<file path="src/rtl/reg_dump_tx.sv">
// Register bank dump transmitter: walks all NREG registers through a single
// combinational read port and streams each as a header byte {4'hA, addr}
// followed by DW/8 data bytes (MSB first) over a valid/ready byte channel.
module reg_dump_tx #(
  parameter int NREG = 16,
  parameter int AW   = 4,
  parameter int DW   = 32
) (
  input  logic          clk,
  input  logic          rst,
  input  logic          start,
  output logic [AW-1:0] rd_addr,
  input  logic [DW-1:0] rd_data,
  output logic [7:0]    tx_data,
  output logic          tx_valid,
  input  logic          tx_ready,
  output logic          busy,
  output logic          done
);

  localparam int NB = DW / 8;
  localparam int CW = (NB > 1) ? $clog2(NB) : 1;

  typedef enum logic [2:0] {IDLE, LATCH, HDR, DATA, DONE} state_t;

  state_t        state;
  logic [DW-1:0] sh;
  logic [CW-1:0] byte_cnt;

  logic [DW-1:0] sh_next;
  logic          last_byte;
  logic          last_reg;

  // Next shift-register contents and end-of-frame / end-of-dump flags
  always_comb begin
    sh_next   = sh << 8;
    last_byte = (byte_cnt == CW'(NB - 1));
    last_reg  = (rd_addr == AW'(NREG - 1));
  end

  // Dump sequencer with registered outputs
  always_ff @(posedge clk or posedge rst) begin
    if (rst) begin
      state    <= IDLE;
      sh       <= '0;
      byte_cnt <= '0;
      rd_addr  <= '0;
      tx_data  <= '0;
      tx_valid <= 1'b0;
      busy     <= 1'b0;
      done     <= 1'b0;
    end else begin
      case (state)
        IDLE: begin
          done <= 1'b0;
          if (start) begin
            rd_addr <= '0;
            busy    <= 1'b1;
            state   <= LATCH;
          end
        end
        LATCH: begin
          sh       <= rd_data;
          tx_data  <= {4'hA, 4'(rd_addr)};
          tx_valid <= 1'b1;
          byte_cnt <= '0;
          state    <= HDR;
        end
        HDR: begin
          if (tx_ready) begin
            tx_data <= sh[DW-1 -: 8];
            state   <= DATA;
          end
        end
        DATA: begin
          if (tx_ready) begin
            sh <= sh_next;
            if (last_byte) begin
              tx_valid <= 1'b0;
              byte_cnt <= '0;
              if (last_reg) begin
                done  <= 1'b1;
                busy  <= 1'b0;
                state <= DONE;
              end else begin
                rd_addr <= rd_addr + AW'(1);
                state   <= LATCH;
              end
            end else begin
              byte_cnt <= byte_cnt + CW'(1);
              tx_data  <= sh_next[DW-1 -: 8];
            end
          end
        end
        DONE: begin
          done  <= 1'b0;
          state <= IDLE;
        end
        default: state <= IDLE;
      endcase
    end
  end

endmodule

</file>
<file path="config.mk">
export PLATFORM = sky130hd
export DESIGN_NAME = reg_dump_tx
export DESIGN_NICKNAME = d
export VERILOG_FILES = /design/src/rtl/reg_dump_tx.sv
export SDC_FILE = /design/constraint.sdc
export NUM_CORES = 1
export LEC_CHECK = 0
export ABC_AREA = 1
export CAP_MARGIN = 25
export CORE_ASPECT_RATIO = 0.7
export CORE_MARGIN = 3
export CORE_UTILIZATION = 47
export DETAILED_ROUTE_END_ITERATION = 12
export PLACE_DENSITY = 0.78
export SYNTH_ARGS = -nofsm -noshare
export SYNTH_HDL_FRONTEND = slang
export SYNTH_SLANG_ARGS = --single-unit
</file>
<file path="constraint.sdc">
create_clock -name clk -period 1.5 [get_ports clk]
set_input_delay 0.375 -clock clk [delete_from_list [all_inputs] [get_ports clk]]
set_output_delay 0.375 -clock clk [all_outputs]
set_load 0.05 [all_outputs]
</file>
==> flow_metrics.py <==
metrics = {
    "placed_design": {
        "dpl_worst_slack_ns": -0.111,
        "gp_congestion": 0.874,
        "dp_cells": 479,
        "io_buffers": 50,
        "hpwl_um": 4310,
    },
    "flow_run": {
        "maxCapViolCount": 0,
    },
    "power_and_ir_drop": {
        "power_density_mw_per_mm2": 2120,
        "p_seq_share_pct": 30.6,
        "combPwrFrac_pct": 59.2,
        "power.internal_mw": 4.27,
        "power_frac_clock_pct": 10.3,
        "leakage_nw": 1.86,
        "irDropWorstVdd_mv": 1.31,
        "p_switching_mw": 3.45,
        "switching_share_pct": 44.7,
    },
    "critical_path": {
        "cp-start-kind": "flip-flop",
        "crit_arrival_ns": 1.68,
        "end_kind": "flip-flop",
        "rr_endpoint": "sh[8]",
        "r2r_slack_ns": 0.05,
        "path_max_fanout": 17,
        "timing.rr.start": "state[1]",
        "reg2reg_depth": 7,
        "cp.required_ns": 1.73,
        "critPathKind": "reg -> reg",
    },
    "layout": {
        "layout.nets": 458,
        "final_common_cell": "nand2_1",
        "drive_gt1_share_pct": 15.7,
        "finalNonFillerCells": 492,
        "fillers": 421,
        "diodes": 0,
        "area_growth_pct": 39.4,
        "layout_common_cells": "nand2_1, dfrtp_1, inv_1, clkdlybuf4s50_1, o21ai_0",
    },
    "sta": {
        "fin_crit_sh_pct": 96.5,
        "period_minus_slack_ns": 1.45,
        "setup_viol": 0,
        "setup_ws_ns": 0.0525,
        "clock_skew_ns": 0.00926,
        "grt_setup_unrepaired": "yes",
        "hold_viol_final": 0,
        "worst_slew_margin_rel_pct": 80.7,
        "clock.fmax_ghz": 0.691,
        "slew_viol_final": 0,
        "worst_pin_slew_ns": 0.288,
    },
    "logic_synthesis": {
        "synth_fp_nets": 387,
        "synth_top_area_share_pct": 49.7,
        "netlist_area_mm2": 0.00262,
        "muxShareOfSynthArea_pct": 0,
        "yosysUniqueCellTypes": 21,
        "yosysWarningCount": 0,
        "syn_avg_cell_area_um2": 7.50,
        "synth_xor_xnor_area_share_pct": 0,
        "synth-seq-cells": 52,
        "synth_fa_ha_area_share_pct": 0.956,
        "syn_inst": 349,
        "synth_compound_gate_area_share_pct": 9.23,
        "synth-simple-area-share_pct": 31.5,
        "synth_top_area_cell": "dfrtp_1",
        "synthTopCellsByArea": "dfrtp_1, nand2_1, o21ai_0",
        "synth.yosys.seq_area_share_pct": 49.7,
        "synth_top_family_by_area": "simple AND/OR/NAND/NOR gates",
    },
    "clock_network": {
        "htree_levels": 2,
        "clk_pin_slew_ns": 0.10,
        "clockRootBuffer": "clkbuf_8",
        "numCtsBuffers": 5,
        "cts_max_path_buffers": 2,
        "worstSkewPairLatency_ns": 0.31,
        "cts_tree": "yes",
        "clock_sinks": 52,
    },
    "global_routing": {
        "grt_pass1_vias": 2340,
        "grt_antenna_before_repair": 0,
        "grt_start_max_net_pins": 35,
        "grt_use_total_pct": 20.1,
        "grt-ovfl-total": 0,
        "grt_pass1_wl_um": 10200,
    },
    "drt": {
        "via_count": 2397,
        "drc_errors": 0,
        "drtIter0Drc": 128,
        "viasPerCell": 4.87,
        "drtPass1Iterations": 4,
        "wl_per_cell_um": 12.6,
        "wl_um": 6200,
        "antenna_left": 0,
    },
    "floorplanning": {
        "start_util_pct": 49.2,
        "ioPinCount": 51,
        "die_area_mm2": 0.00651,
        "fp.dieW_um": 95.2,
        "fp.coreArea_mm2": 0.00531,
        "num_rows": 22,
        "die_y_um": 68.4,
    },
    "hold_path": {
        "hold_class": "in -> async",
    },
    "outcome": {
        "status": "finished, final reports clean",
    },
}
[routing by layer]
layer  routed length, um  GRT usage, %  vias to the layer above
li1                    -             -                     1234
met1                2980          26.3                     1100
met2                2830          34.4                       54
met3                 314          3.74                        9
met4                  80          5.94                        0
met5                   0             0                        -
[power groups by stage]
stage / registers, mW / clock network [mW] / logic, mW
6_report: 2.36 / 0.794 / 4.57
5_1_grt: 2.42 / 0.837 / 5.12
4_1_cts: 2.37 / 0.795 / 4.40
3_5_place_dp: 2.39 / 0 / 4.28
3_3_place_gp: 2.37 / 0 / 4.17
2_1_floorplan: 2.75 / 0 / 2.31
[stage by stage]
stage	TNS (ns)	hold WS [ns]	utilization (%)	power, mW	instance area (um^2)
3_5_place_dp	-2.94	0.459	65.4	6.66	3470
3_3_place_gp	-1.81	0.455	65.4	6.55	3470
4_1_cts	0	0.482	67.4	7.57	3580
5_1_grt	-0.416	0.507	68.7	8.38	3650
2_1_floorplan	0	0.430	-	5.06	2620
6_report	0	0.482	68.7	7.72	3650
[sequential cells by signal, summed over array words and instances (netlist names)]
register  cells
tx_valid      1
sh           32
state         3
rd_addr       4
busy          1
byte_cnt      2
done          1
tx_data       8
[worst max path at each step]
| stage | endpoint | cells after the start | slack [ns] | startpoint |
|---|---|---|---|---|
| global placement | tx_data[2] | 8 | -0.07 | tx_ready |
| CTS | sh[3] | 7 | 0.04 | state[0] |
| finish | sh[8] | 7 | 0.05 | state[1] |
| detailed placement | sh[3] | 6 | -0.11 | tx_ready |
| floorplan | rd_addr[2] | 7 | 0.08 | rd_addr[0] |
| global route | rd_addr[2] | 7 | -0.06 | state[1] |
[cells by family (layout without fill, tap and decap cells)]
kind of cell	count (synthesis)	count (layout)
compound gates	43	43
fa+ha+maj	2	2
buf+inv	50	121
flops	52	52
simple gates	202	202
[timing repair]
action | in CTS | in global routing
setup buffers | 2 | 4
hold buffers | 0 | 0
pin swaps | 1 | 1
resized for setup | 1 | 12
setup endpoints to repair | 21 | 42
hold endpoints to repair | 0 | 0
[synthesized netlist by cell type]
master and instances:
ha_1 2, o21ai_0 31, a21oi_1 2, nand3_1 24, o21a_1 1, nor3b_1 1, nor2_2 1, nand2_2 2
buf_4 6, buf_6 1, inv_2 1, nor2_1 12, buf_2 6, dfrtp_1 52, o211ai_1 8, nand2_1 156
nand4_1 4, nor2_4 1, o21ai_2 1, inv_1 36, nand3_2 1
[worst max-delay path, stage by stage (launching register included)]
cell	delay [ns]
dfrtp_1	0.41
buf_4	0.14
buf_4	0.15
nand3_2	0.14
buf_6	0.19
o21ai_0	0.19
nand2_1	0.07
o21ai_0	0.07
[final cells by class]
cell class | count | area (um^2) | share of cell area [%]
Multi-Input combinational cell | 247 | 1110 | 30.5
Timing Repair Buffer | 77 | 915 | 25.1
Clock inverter | 2 | 12.5 | 0.343
Tap cell | 72 | 90.1 | 2.47
Inverter | 37 | 143 | 3.91
Clock buffer | 5 | 68.8 | 1.89
Sequential cell | 52 | 1310 | 35.8
(Power assumes the default switching activity.)
